File: src/rtl/usb_rx_pkt_ctrl.sv
// -----------------------------------------------------------------------------
// usb_rx_pkt_ctrl
//
// Packet-level receive controller for a USB full-speed receiver. It sits
// between the byte deserialiser / EOP detector and the RX FIFO / CRC checkers.
// It checks the SYNC byte and PID, classifies the packet (token, data,
// handshake) and enforces length limits. On data packets it holds back the
// last two bytes so the trailing CRC16 is never forwarded. It waits for the
// CRC verdict, then reports done or error with a cause code.
//
// Optional feature (compile-time macro USB_RX_WATCHDOG_EN):
//   When defined, an idle-bus watchdog aborts a packet with code 6 if no
//   byte_valid or eop arrives for WDOG_CYCLES clocks outside IDLE.
//
// Ports:
//   clk, rst        system clock, synchronous active-high reset
//   d_edge          data-line transition (starts a packet from IDLE)
//   rx_byte         deserialised byte, qualified by byte_valid (1-cycle pulse)
//   eop             end-of-packet pulse
//   crc_ok/crc_err  verdict from the selected CRC checker
//   rx_active       packet in progress (state != IDLE)
//   enable_timer    bit-timer enable while bytes are expected
//   crc_sel         0 = CRC5 (token), 1 = CRC16 (data)
//   crc_clear       one-cycle pulse reseeding the CRC checkers
//   load_pid        one-cycle pulse, pid_out valid
//   pid_out         decoded PID nibble
//   data_out        payload byte, qualified by data_valid (1-cycle pulse)
//   byte_count      payload bytes emitted in the current packet
//   rx_done         one-cycle pulse, packet accepted
//   rx_error        one-cycle pulse, packet rejected
//   err_code        rejection cause, held until the next packet starts
//
// Error codes: 1 bad SYNC, 2 PID check, 3 unsupported PID, 4 length,
//              5 CRC fail/timeout, 6 watchdog, 7 early eop.
// -----------------------------------------------------------------------------
module usb_rx_pkt_ctrl #(
    parameter int MAX_DATA_BYTES = 64,
    parameter int CNT_W          = $clog2(MAX_DATA_BYTES + 1),
    parameter int CRC_WAIT       = 4,
    parameter int WDOG_CYCLES    = 1024
) (
    input  logic             clk,
    input  logic             rst,
    input  logic             d_edge,
    input  logic [7:0]       rx_byte,
    input  logic             byte_valid,
    input  logic             eop,
    input  logic             crc_ok,
    input  logic             crc_err,
    output logic             rx_active,
    output logic             enable_timer,
    output logic             crc_sel,
    output logic             crc_clear,
    output logic             load_pid,
    output logic [3:0]       pid_out,
    output logic [7:0]       data_out,
    output logic             data_valid,
    output logic [CNT_W-1:0] byte_count,
    output logic             rx_done,
    output logic             rx_error,
    output logic [2:0]       err_code
);

    typedef enum logic [3:0] {
        ST_IDLE,
        ST_SYNC,
        ST_PID,
        ST_TOKEN,
        ST_DATA,
        ST_HSHK,
        ST_CHECK,
        ST_ERROR,
        ST_DONE
    } state_t;

    localparam logic [2:0] ERR_SYNC  = 3'd1;
    localparam logic [2:0] ERR_PID   = 3'd2;
    localparam logic [2:0] ERR_TYPE  = 3'd3;
    localparam logic [2:0] ERR_LEN   = 3'd4;
    localparam logic [2:0] ERR_CRC   = 3'd5;
    localparam logic [2:0] ERR_EOP   = 3'd7;

    localparam logic [7:0] SYNC_BYTE = 8'h80;

    localparam int CHK_W = (CRC_WAIT > 1) ? $clog2(CRC_WAIT) : 1;

    state_t           state_q, state_d;
    logic [1:0]       rx_cnt_q, rx_cnt_d;      // bytes held (DATA) or seen (TOKEN)
    logic [7:0]       hb0_q, hb0_d;            // oldest held byte
    logic [7:0]       hb1_q, hb1_d;            // newest held byte
    logic [CHK_W-1:0] chk_cnt_q, chk_cnt_d;
    logic [CNT_W-1:0] byte_count_q, byte_count_d;
    logic [2:0]       err_code_q, err_code_d;
    logic             crc_sel_q, crc_sel_d;
    logic             crc_clear_q, crc_clear_d;
    logic             load_pid_q, load_pid_d;
    logic [3:0]       pid_out_q, pid_out_d;
    logic [7:0]       data_out_q, data_out_d;
    logic             data_valid_q, data_valid_d;
    logic             pid_ok;
    logic             wdog_hit;

    assign pid_ok = (rx_byte[7:4] == ~rx_byte[3:0]);

    // -------------------------------------------------------------------------
    // Next-state and output logic
    // -------------------------------------------------------------------------
    always_comb begin
        // NOTE: every signal gets a default before the case so no path leaves
        // it unassigned (which would infer a latch); blocking '=' is correct
        // here because this block describes combinational logic.
        state_d      = state_q;
        rx_cnt_d     = rx_cnt_q;
        hb0_d        = hb0_q;
        hb1_d        = hb1_q;
        chk_cnt_d    = chk_cnt_q;
        byte_count_d = byte_count_q;
        err_code_d   = err_code_q;
        crc_sel_d    = crc_sel_q;
        pid_out_d    = pid_out_q;
        data_out_d   = data_out_q;
        crc_clear_d  = 1'b0;
        load_pid_d   = 1'b0;
        data_valid_d = 1'b0;

        case (state_q)
            ST_IDLE: begin
                if (d_edge) begin
                    state_d      = ST_SYNC;
                    crc_clear_d  = 1'b1;
                    err_code_d   = '0;
                    byte_count_d = '0;
                    rx_cnt_d     = '0;
                    chk_cnt_d    = '0;
                end
            end

            ST_SYNC: begin
                if (byte_valid) begin
                    if (rx_byte != SYNC_BYTE) begin
                        state_d    = ST_ERROR;
                        err_code_d = ERR_SYNC;
                    end else if (eop) begin
                        state_d    = ST_ERROR;
                        err_code_d = ERR_EOP;
                    end else begin
                        state_d = ST_PID;
                    end
                end else if (eop) begin
                    state_d    = ST_ERROR;
                    err_code_d = ERR_EOP;
                end
            end

            ST_PID: begin
                if (byte_valid) begin
                    if (!pid_ok) begin
                        state_d    = ST_ERROR;
                        err_code_d = ERR_PID;
                    end else begin
                        load_pid_d = 1'b1;
                        pid_out_d  = rx_byte[3:0];
                        // An eop on the PID byte itself is judged as the
                        // end of an empty packet of the decoded type.
                        case (rx_byte[3:0])
                            4'b0001, 4'b1001, 4'b1101, 4'b0101: begin
                                crc_sel_d  = 1'b0;
                                state_d    = eop ? ST_ERROR : ST_TOKEN;
                                err_code_d = eop ? ERR_LEN : err_code_q;
                            end
                            4'b0011, 4'b1011: begin
                                crc_sel_d  = 1'b1;
                                state_d    = eop ? ST_ERROR : ST_DATA;
                                err_code_d = eop ? ERR_LEN : err_code_q;
                            end
                            4'b0010, 4'b1010, 4'b1110: begin
                                crc_sel_d = 1'b0;
                                state_d   = eop ? ST_DONE : ST_HSHK;
                            end
                            default: begin
                                state_d    = ST_ERROR;
                                err_code_d = ERR_TYPE;
                            end
                        endcase
                    end
                end else if (eop) begin
                    state_d    = ST_ERROR;
                    err_code_d = ERR_EOP;
                end
            end

            ST_TOKEN: begin
                if (byte_valid) begin
                    if (rx_cnt_q == 2'd2) begin
                        state_d    = ST_ERROR;
                        err_code_d = ERR_LEN;
                    end else begin
                        rx_cnt_d = rx_cnt_q + 2'd1;
                    end
                end
                // eop is judged after any same-cycle byte has been counted.
                if (eop && state_d == ST_TOKEN) begin
                    if (rx_cnt_d == 2'd2) begin
                        state_d   = ST_CHECK;
                        chk_cnt_d = '0;
                    end else begin
                        state_d    = ST_ERROR;
                        err_code_d = ERR_LEN;
                    end
                end
            end

            ST_DATA: begin
                if (byte_valid) begin
                    if (rx_cnt_q == 2'd2) begin
                        // Buffer full: the oldest byte is known to be payload.
                        if (byte_count_q == CNT_W'(MAX_DATA_BYTES)) begin
                            state_d    = ST_ERROR;
                            err_code_d = ERR_LEN;
                        end else begin
                            data_out_d   = hb0_q;
                            data_valid_d = 1'b1;
                            byte_count_d = byte_count_q + 1'b1;
                            hb0_d        = hb1_q;
                            hb1_d        = rx_byte;
                        end
                    end else begin
                        if (rx_cnt_q == 2'd0) begin
                            hb0_d = rx_byte;
                        end else begin
                            hb1_d = rx_byte;
                        end
                        rx_cnt_d = rx_cnt_q + 2'd1;
                    end
                end
                // The two bytes still held at eop are the CRC16.
                if (eop && state_d == ST_DATA) begin
                    if (rx_cnt_d == 2'd2) begin
                        state_d   = ST_CHECK;
                        chk_cnt_d = '0;
                    end else begin
                        state_d    = ST_ERROR;
                        err_code_d = ERR_LEN;
                    end
                end
            end

            ST_HSHK: begin
                if (byte_valid) begin
                    state_d    = ST_ERROR;
                    err_code_d = ERR_LEN;
                end else if (eop) begin
                    state_d = ST_DONE;
                end
            end

            ST_CHECK: begin
                // crc_err is tested first so it wins over a coincident crc_ok.
                if (crc_err) begin
                    state_d    = ST_ERROR;
                    err_code_d = ERR_CRC;
                end else if (crc_ok) begin
                    state_d = ST_DONE;
                end else if (chk_cnt_q == CHK_W'(CRC_WAIT - 1)) begin
                    state_d    = ST_ERROR;
                    err_code_d = ERR_CRC;
                end else begin
                    chk_cnt_d = chk_cnt_q + 1'b1;
                end
            end

            ST_ERROR: state_d = ST_IDLE;
            ST_DONE:  state_d = ST_IDLE;
            default:  state_d = ST_IDLE;
        endcase

        // Watchdog only fires when nothing else moved the FSM this cycle.
        if (wdog_hit && state_d == state_q && state_q != ST_IDLE) begin
            state_d    = ST_ERROR;
            err_code_d = 3'd6;
        end
    end

    // -------------------------------------------------------------------------
    // Optional idle-bus watchdog
    // -------------------------------------------------------------------------
`ifdef USB_RX_WATCHDOG_EN
    localparam int WDOG_W = $clog2(WDOG_CYCLES + 1);

    logic [WDOG_W-1:0] wdog_cnt_q, wdog_cnt_d;

    assign wdog_hit = (wdog_cnt_q == WDOG_W'(WDOG_CYCLES));

    always_comb begin
        wdog_cnt_d = wdog_cnt_q;
        if (state_q == ST_IDLE || byte_valid || eop) begin
            wdog_cnt_d = '0;
        end else if (!wdog_hit) begin
            wdog_cnt_d = wdog_cnt_q + 1'b1;
        end
    end

    always_ff @(posedge clk) begin
        if (rst) begin
            wdog_cnt_q <= '0;
        end else begin
            wdog_cnt_q <= wdog_cnt_d;
        end
    end
`else
    assign wdog_hit = 1'b0;
`endif

    // -------------------------------------------------------------------------
    // State and control registers
    // -------------------------------------------------------------------------
    // NOTE: sequential state uses non-blocking '<=' so every flop samples the
    // values from before this edge, independent of statement order.
    always_ff @(posedge clk) begin
        if (rst) begin
            state_q      <= ST_IDLE;
            rx_cnt_q     <= '0;
            chk_cnt_q    <= '0;
            byte_count_q <= '0;
            err_code_q   <= '0;
            crc_sel_q    <= 1'b0;
            crc_clear_q  <= 1'b0;
            load_pid_q   <= 1'b0;
            pid_out_q    <= '0;
            data_out_q   <= '0;
            data_valid_q <= 1'b0;
        end else begin
            state_q      <= state_d;
            rx_cnt_q     <= rx_cnt_d;
            chk_cnt_q    <= chk_cnt_d;
            byte_count_q <= byte_count_d;
            err_code_q   <= err_code_d;
            crc_sel_q    <= crc_sel_d;
            crc_clear_q  <= crc_clear_d;
            load_pid_q   <= load_pid_d;
            pid_out_q    <= pid_out_d;
            data_out_q   <= data_out_d;
            data_valid_q <= data_valid_d;
        end
    end

    // NOTE: the holdback bytes are storage, not control; they are left
    // unreset because rx_cnt_q (which is reset) says whether they are valid.
    always_ff @(posedge clk) begin
        hb0_q <= hb0_d;
        hb1_q <= hb1_d;
    end

    // -------------------------------------------------------------------------
    // Outputs
    // -------------------------------------------------------------------------
    assign rx_active    = (state_q != ST_IDLE);
    assign enable_timer = (state_q == ST_SYNC) || (state_q == ST_PID) ||
                          (state_q == ST_TOKEN) || (state_q == ST_DATA) ||
                          (state_q == ST_HSHK);
    assign rx_done      = (state_q == ST_DONE);
    assign rx_error     = (state_q == ST_ERROR);
    assign crc_sel      = crc_sel_q;
    assign crc_clear    = crc_clear_q;
    assign load_pid     = load_pid_q;
    assign pid_out      = pid_out_q;
    assign data_out     = data_out_q;
    assign data_valid   = data_valid_q;
    assign byte_count   = byte_count_q;
    assign err_code     = err_code_q;

endmodule
File: config.mk
export PLATFORM = sky130hd
export DESIGN_NAME = usb_rx_pkt_ctrl
export DESIGN_NICKNAME = d
export VERILOG_FILES = /design/src/rtl/usb_rx_pkt_ctrl.sv
export SDC_FILE = /design/constraint.sdc
export NUM_CORES = 1
export LEC_CHECK = 0
export CORE_UTILIZATION = 57
export CTS_CLUSTER_SIZE = 30
export DETAILED_ROUTE_END_ITERATION = 10
export GPL_TIMING_DRIVEN = 0
export PLACE_DENSITY = 0.85
export SETUP_SLACK_MARGIN = 0.02
export SLEW_MARGIN = 20
export SYNTH_ARGS = -nofsm -noshare
export SYNTH_HDL_FRONTEND = slang
export SYNTH_SLANG_ARGS = --single-unit
File: constraint.sdc
create_clock -name clk -period 3.49 [get_ports clk]
set_clock_uncertainty 0.05 [all_clocks]
set_input_delay 0.5235 -clock clk [delete_from_list [all_inputs] [get_ports clk]]
set_output_delay 0.5235 -clock clk [all_outputs]
set_load 0.05 [all_outputs]
==> run metrics, run 1 <==
fillcell total=352; detailed-route DRC error count=3; dpl cell area=3209 µm²; f_max=331.9 MHz; clk_lat worst skew=0.31 ns; max cap viols=0; dominant cells by area after synthesis=dfxtp_1 25%, edfxtp_1 18%, mux2i_1 5.9%, nor2_1 4.8%, mux2_2 2.9%; RSZ-0062 raised after global routing=no; status=finished with violations; max-slew violation count=0; Worst Setup SP=state_q[2]; final setup fails=0; num ports=45; WS Path Type=register to primary output; CP Data Required Time=2.92 ns; GRT overflow=0; crit-path max FO=10; final setup TNS=0 ns; initial antenna violation count=0; violated checks=design-rule violations; critical path launch point type=register; Tcrit/Tclk final=86.32%; pre-CTS setup slack=0.1094 ns; largest net degree at the start of global routing=18; TritonCTS clock tree=yes; Post-synth EDFFs=16; CP Capture Type=primary output; Cells after Synth=294; worst setup margin=0.4773 ns; # rows=24; Hold Path Depth=2; Critical Path Sink=enable_timer; register area share after synthesis=42.78%; Avg WL per Cell=16.14 µm; vias per cell=6.030; Routability Congestion=0.9353; diodes inserted=0; cts bufs inserted=5; area share of the largest cell type after synthesis=25.08%; setup repair bufs after CTS=0; Worst path slowest cell=clkdlybuf4s50_1; number of global-route vias before repair=2181; multi-input logic area=1419 µm²; power per standard cell area=562.8 nW/µm²; Stages on worst setup path=5; die span in x=71 µm; Rel. slew slack=55.91%; peak supply drop=0.0003969 V; Post-DP HPWL=4.766 mm; worst r2r src=state_q[3]; mapped cell area=2714 µm²; share of layout cells above drive strength 1=8.116%; Reg2Reg Setup Slack=1.10 ns; CTS max path bufs=2; Crit path arrival time=2.44 ns; hold crit path type=register to register; drt pass-1 iters=8; layout overhead on the synthesized area=22.96%; Async S/R FF share, synth=0%; fin area=3337 µm²; cts hold-fix bufs=0; Final ANT Viol Nets=0; first-pass GRT wire length=10.61 mm; Netlist cell types=59; Clock Sinks=50; DIE HEIGHT=71 µm; most frequent cells in the layout=43 x clkdlybuf4s50_1, 35 x nor2_1, 34 x dfxtp_1; H-tree depth=2; slowest cell delay on critical path=0.87 ns; syn_nets=314; syn_area_per_cell=9.231 µm²; area leader, netlist=dfxtp_1; number of port buffers=43; min Tclk post-route=3.013 ns; ys flop type=dfxtp_1; Fin Hold WS=0.4443 ns; clock root buffer=clkbuf_8; via count=2394; die footprint=5041 µm²; GRT Util Overall=27.20%; Worst-Margin Slew=0.6601 ns; crit-path cells=buf_2 -> buf_1 -> nor3_1 -> nor3b_1 -> clkdlybuf4s50_1; number of cells on the worst reg-to-reg path=4; YS warnings=0; cell family with most CP delay=buffers and inverters; Resize count post-CTS=0; nets@finish=364; Register Area=1161 µm²; commonest non-fill, non-tap cell in the layout=clkdlybuf4s50_1; Iter 0 DRT Violations=180; core area=4474 µm²; final WL=6.407 mm; worst reg2reg path endpoint=hb0_q[0]; Yosys reg bits=50; final hold vios=0; Pleak=1.176 nW; worst path bufs/invs=3; Worst-path clk slew=0.10 ns; Initial Utilization=60.65%
-- logic make-up after synthesis --
kind of cell,count (synthesis),share of synthesized area (%)
buffers and inverters,33,5.302
muxes,23,8.806
DFF,50,42.78
and+or+nand+nor,111,22.04
xor gates and xnor gates,10,3.227
adders and majority gates,5,2.305
AOI/OAI and AO/OA,62,15.54
-- synthesized netlist by cell type (all sizes together), types with 2 or more instances --
master and count:
nand2b 5, a21oi 14, nor4b 2, dfxtp 34, nor2b 7, and4b 2, nand2 17, or4 2
or4b 3, nor2 35, xnor2 5, a211oi 5, nor4 3, o31a 2, o21ai 14, mux2 7
buf 9, nor3b 3, a211o 2, mux2i 16, o32ai 2, xor2 5, o21a 3, inv 12
nand3 5, and2 7, o31ai 2, ha 5, a41oi 2, and3 4, clkbuf 12, o22ai 4
nor3 9, edfxtp 16
-- how the worst min path moves through the flow --
stage / from / end / slack [ns]
5_1_grt: hb0_q[0] / data_out[0] / 0.47
3_3_place_gp: hb0_q[0] / data_out[0] / 0.41
4_1_cts: hb0_q[1] / data_out[1] / 0.45
2_1_floorplan: hb0_q[0] / data_out[0] / 0.41
3_5_place_dp: hb0_q[1] / data_out[1] / 0.43
6_report: hb0_q[1] / data_out[1] / 0.44
-- stage by stage --
stage               total power (W)  utilization [%]  instances
finish                     0.001878            74.58        397
global route               0.001975            74.58        397
CTS                        0.001872            74.36        397
detailed placement         0.001449            71.73        389
global placement           0.001443            71.73        389
floorplan                  0.001243                -        294
-- per-layer routing --
| metal | global-route usage, % | wire, µm |
|---|---|---|
| met2 | 44.34 | 3044 |
| met1 | 36.50 | 2663 |
| met4 | 10.22 | 160 |
| met3 | 4.416 | 538 |
| met5 | 0 | 0 |
-- registers in the layout, summed over array words and instances, names as in the netlist --
signal / count
data_out: 8
hb0_q: 8
hb1_q: 8
byte_count: 7
pid_out: 4
state_q: 4
err_code: 3
chk_cnt_q: 2
rx_cnt_q: 2
crc_clear: 1
crc_sel: 1
data_valid: 1
load_pid: 1
-- layout make-up --
cell class	instances	area share [%]
Sequential cell	50	34.80
Buffer	21	2.962
Inverter	12	1.350
Timing Repair Buffer	43	12.90
Multi-Input combinational cell	211	42.52
Clock buffer	5	2.062
Clock inverter	3	1.462
Tap cell	52	1.950
-- worst min-delay path, stage by stage (launching register included) --
cell	delay, ns
edfxtp_1	0.33
mux2i_1	0.06
nor2_1	0.07
-- where the power goes --
| group | internal (W) | leakage (nW) | switching (W) |
|---|---|---|---|
| Sequential | 0.000646 | 0.419 | 0.0000184 |
| Clock | 0.000218 | 0.0563 | 0.000208 |
| Combinational | 0.000291 | 0.700 | 0.000496 |
Note: power is estimated with default switching activity, not from simulation.
==> run 2, diff against run 1 <==
CORE_UTILIZATION = 35   (was 57)
PLACE_DENSITY = not set   (was 0.85)
==> run metrics, run 2 (same netlist as run 1, synthesis figures left out) <==
crit-path max FO=10 (unchanged); Inst Count DP=436 (+12%); CP Data Required Time=2.92 ns (about the same); Hold EP=data_out[3]; peak supply drop=0.0002256 V (-43%); status=finished, final reports clean; fillcell total=744 (+110%); # rows=31 (+29%); crit-path cells=buf_2 -> buf_1 -> nor3_1 -> nor3b_1 -> clkdlybuf4s50_1; via count=2341 (-2.2%); most frequent cells in the layout=43 x clkdlybuf4s50_1, 35 x nor2_1, 34 x dfxtp_1; worst reg2reg path endpoint=hb1_q[0]; Hold Startpoint=hb0_q[3]; Resize count post-CTS=0 (unchanged); Worst-Margin Slew=0.7248 ns (+0.06461 ns); final WL=6.927 mm (+8.1%); final setup fails=0 (unchanged); Worst-path clk slew=0.10 ns (about the same); H-tree depth=2 (unchanged); die span in x=90.06 µm (+27%); max cap viols=0 (unchanged); number of global-route vias before repair=2297 (+5.3%); clk_lat worst skew=0.32 ns (about the same); Initial Utilization=36.83% (-24 points); CP Capture Type=primary output; initial antenna violation count=0 (unchanged); die footprint=8110 µm² (+61%); num ports=45 (unchanged); Final ANT Viol Nets=0 (unchanged); min Tclk post-route=3.206 ns (+0.1933 ns); WS Path Type=register to primary output; GRT overflow=0 (unchanged); Clock Sinks=50 (unchanged); first-pass GRT wire length=11.71 mm (+10%); Avg WL per Cell=15.60 µm (-3.3%); detailed-route DRC error count=0 (-3); worst r2r src=state_q[3]; commonest non-fill, non-tap cell in the layout=clkdlybuf4s50_1; hold crit path type=register to register; number of port buffers=43 (unchanged); Reg2Reg Setup Slack=1.09 ns (about the same); number of cells on the worst reg-to-reg path=4 (unchanged); RSZ-0062 raised after global routing=no; Worst path slowest cell=clkdlybuf4s50_1; largest net degree at the start of global routing=19 (+1); Crit path arrival time=2.63 ns (+0.19 ns); total power draw=0.001843 W (-1.9%); layout overhead on the synthesized area=24.39%; setup repair bufs after CTS=0 (unchanged); clock root buffer=clkbuf_8; share of layout cells above drive strength 1=8.116% (unchanged); power per standard cell area=545.9 nW/µm² (-3.0%); slowest cell delay on critical path=0.88 ns (about the same); Fin Hold WS=0.4440 ns (-0.0003070 ns); drt pass-1 iters=4 (-4); core area=7370 µm² (+65%); Finished Layout Cells=444 (+12%); Pleak=1.170 nW (-0.51%); Iter 0 DRT Violations=107 (-41%); cts bufs inserted=5 (unchanged); nets@finish=364 (unchanged); f_max=311.9 MHz (-6.0%); critical path launch point type=register; TritonCTS clock tree=yes; cts hold-fix bufs=0 (unchanged); final hold vios=0 (unchanged); max-slew violation count=0 (unchanged); Hold Path Depth=2 (unchanged); Post-DP HPWL=5.189 mm (+8.9%); pre-CTS setup slack=-0.007199 ns (-0.1166 ns); worst setup margin=0.2840 ns (-0.1933 ns); GRT Util Overall=17.87% (-9.3 points); Tcrit/Tclk final=91.86% (+5.5 points); DIE HEIGHT=90.06 µm (+27%); Rel. slew slack=51.24% (-4.7 points); vias per cell=5.273 (-13%); Routability Congestion=0.8797 (-5.9%); CTS max path bufs=2 (unchanged); diodes inserted=0 (unchanged)
-- run 2: cell count changes in the layout (fill, tap and decap cells not counted), sizes merged --
| cell | delta |
|---|---|
| bufinv | -1 |
| clkinvlp | -1 |
| clkinv | +2 |
-- run 2: worst max-delay path: cells and delay by family, from the launching register on --
family                 cells  cell delay (ns)
AND/OR/NAND/NOR            2             0.49
buffers and inverters      3             1.47
flip-flops                 1             0.36
-- run 2: report_power, final --
group	internal (W)	leakage, nW	switching, W
combinational	0.000292	0.700	0.000515
clock	0.000149	0.0502	0.000221
sequential	0.000646	0.419	0.0000195
total	0.00109	1.17	0.000756
-- run 2: per-stage QoR --
stage / setup TNS [ns] / cell area [µm²] / util (%)
after floorplan: 0 / 2714 / -
after global placement: 0 / 3268 / 44.35
after detailed placement: -0.05641 / 3268 / 44.35
after CTS: 0 / 3366 / 45.67
after global routing: 0 / 3376 / 45.81
final: 0 / 3376 / 45.81
-- run 2: worst max-delay path by stage --
stage | startpoint | endpoint | slack, ns | depth (start not counted)
after global placement | byte_valid | hb1_q[2] | 0.07 | 5
final | state_q[2] | enable_timer | 0.28 | 5
after global routing | state_q[2] | enable_timer | 0.13 | 5
after CTS | state_q[2] | enable_timer | 0.31 | 5
after floorplan | state_q[2] | err_code[2] | 0.85 | 6
after detailed placement | byte_valid | hb1_q[3] | -0.007 | 5
-- run 2: cell type report --
class                      count  area [µm²]  area share, %
clock buffer                   5       68.82          2.039
buffer                        21       98.84          2.928
sequential                    50        1161          34.40
tap                           99       123.9          3.669
multi-input combinational    211        1419          42.03
timing repair buffer          43       430.4          12.75
inverter                      12       45.04          1.334
clock inverter                 3       28.78         0.8525
-- run 2: per-layer routing --
| metal | vias up | track usage (%) | share of wire (%) |
|---|---|---|---|
| li1 | 1159 | - | - |
| met1 | 1106 | 23.69 | 45 |
| met2 | 65 | 29.01 | 48 |
| met3 | 11 | 3.384 | 4.8 |
| met4 | 0 | 6.183 | 1.7 |
| met5 | - | 0 | 0 |
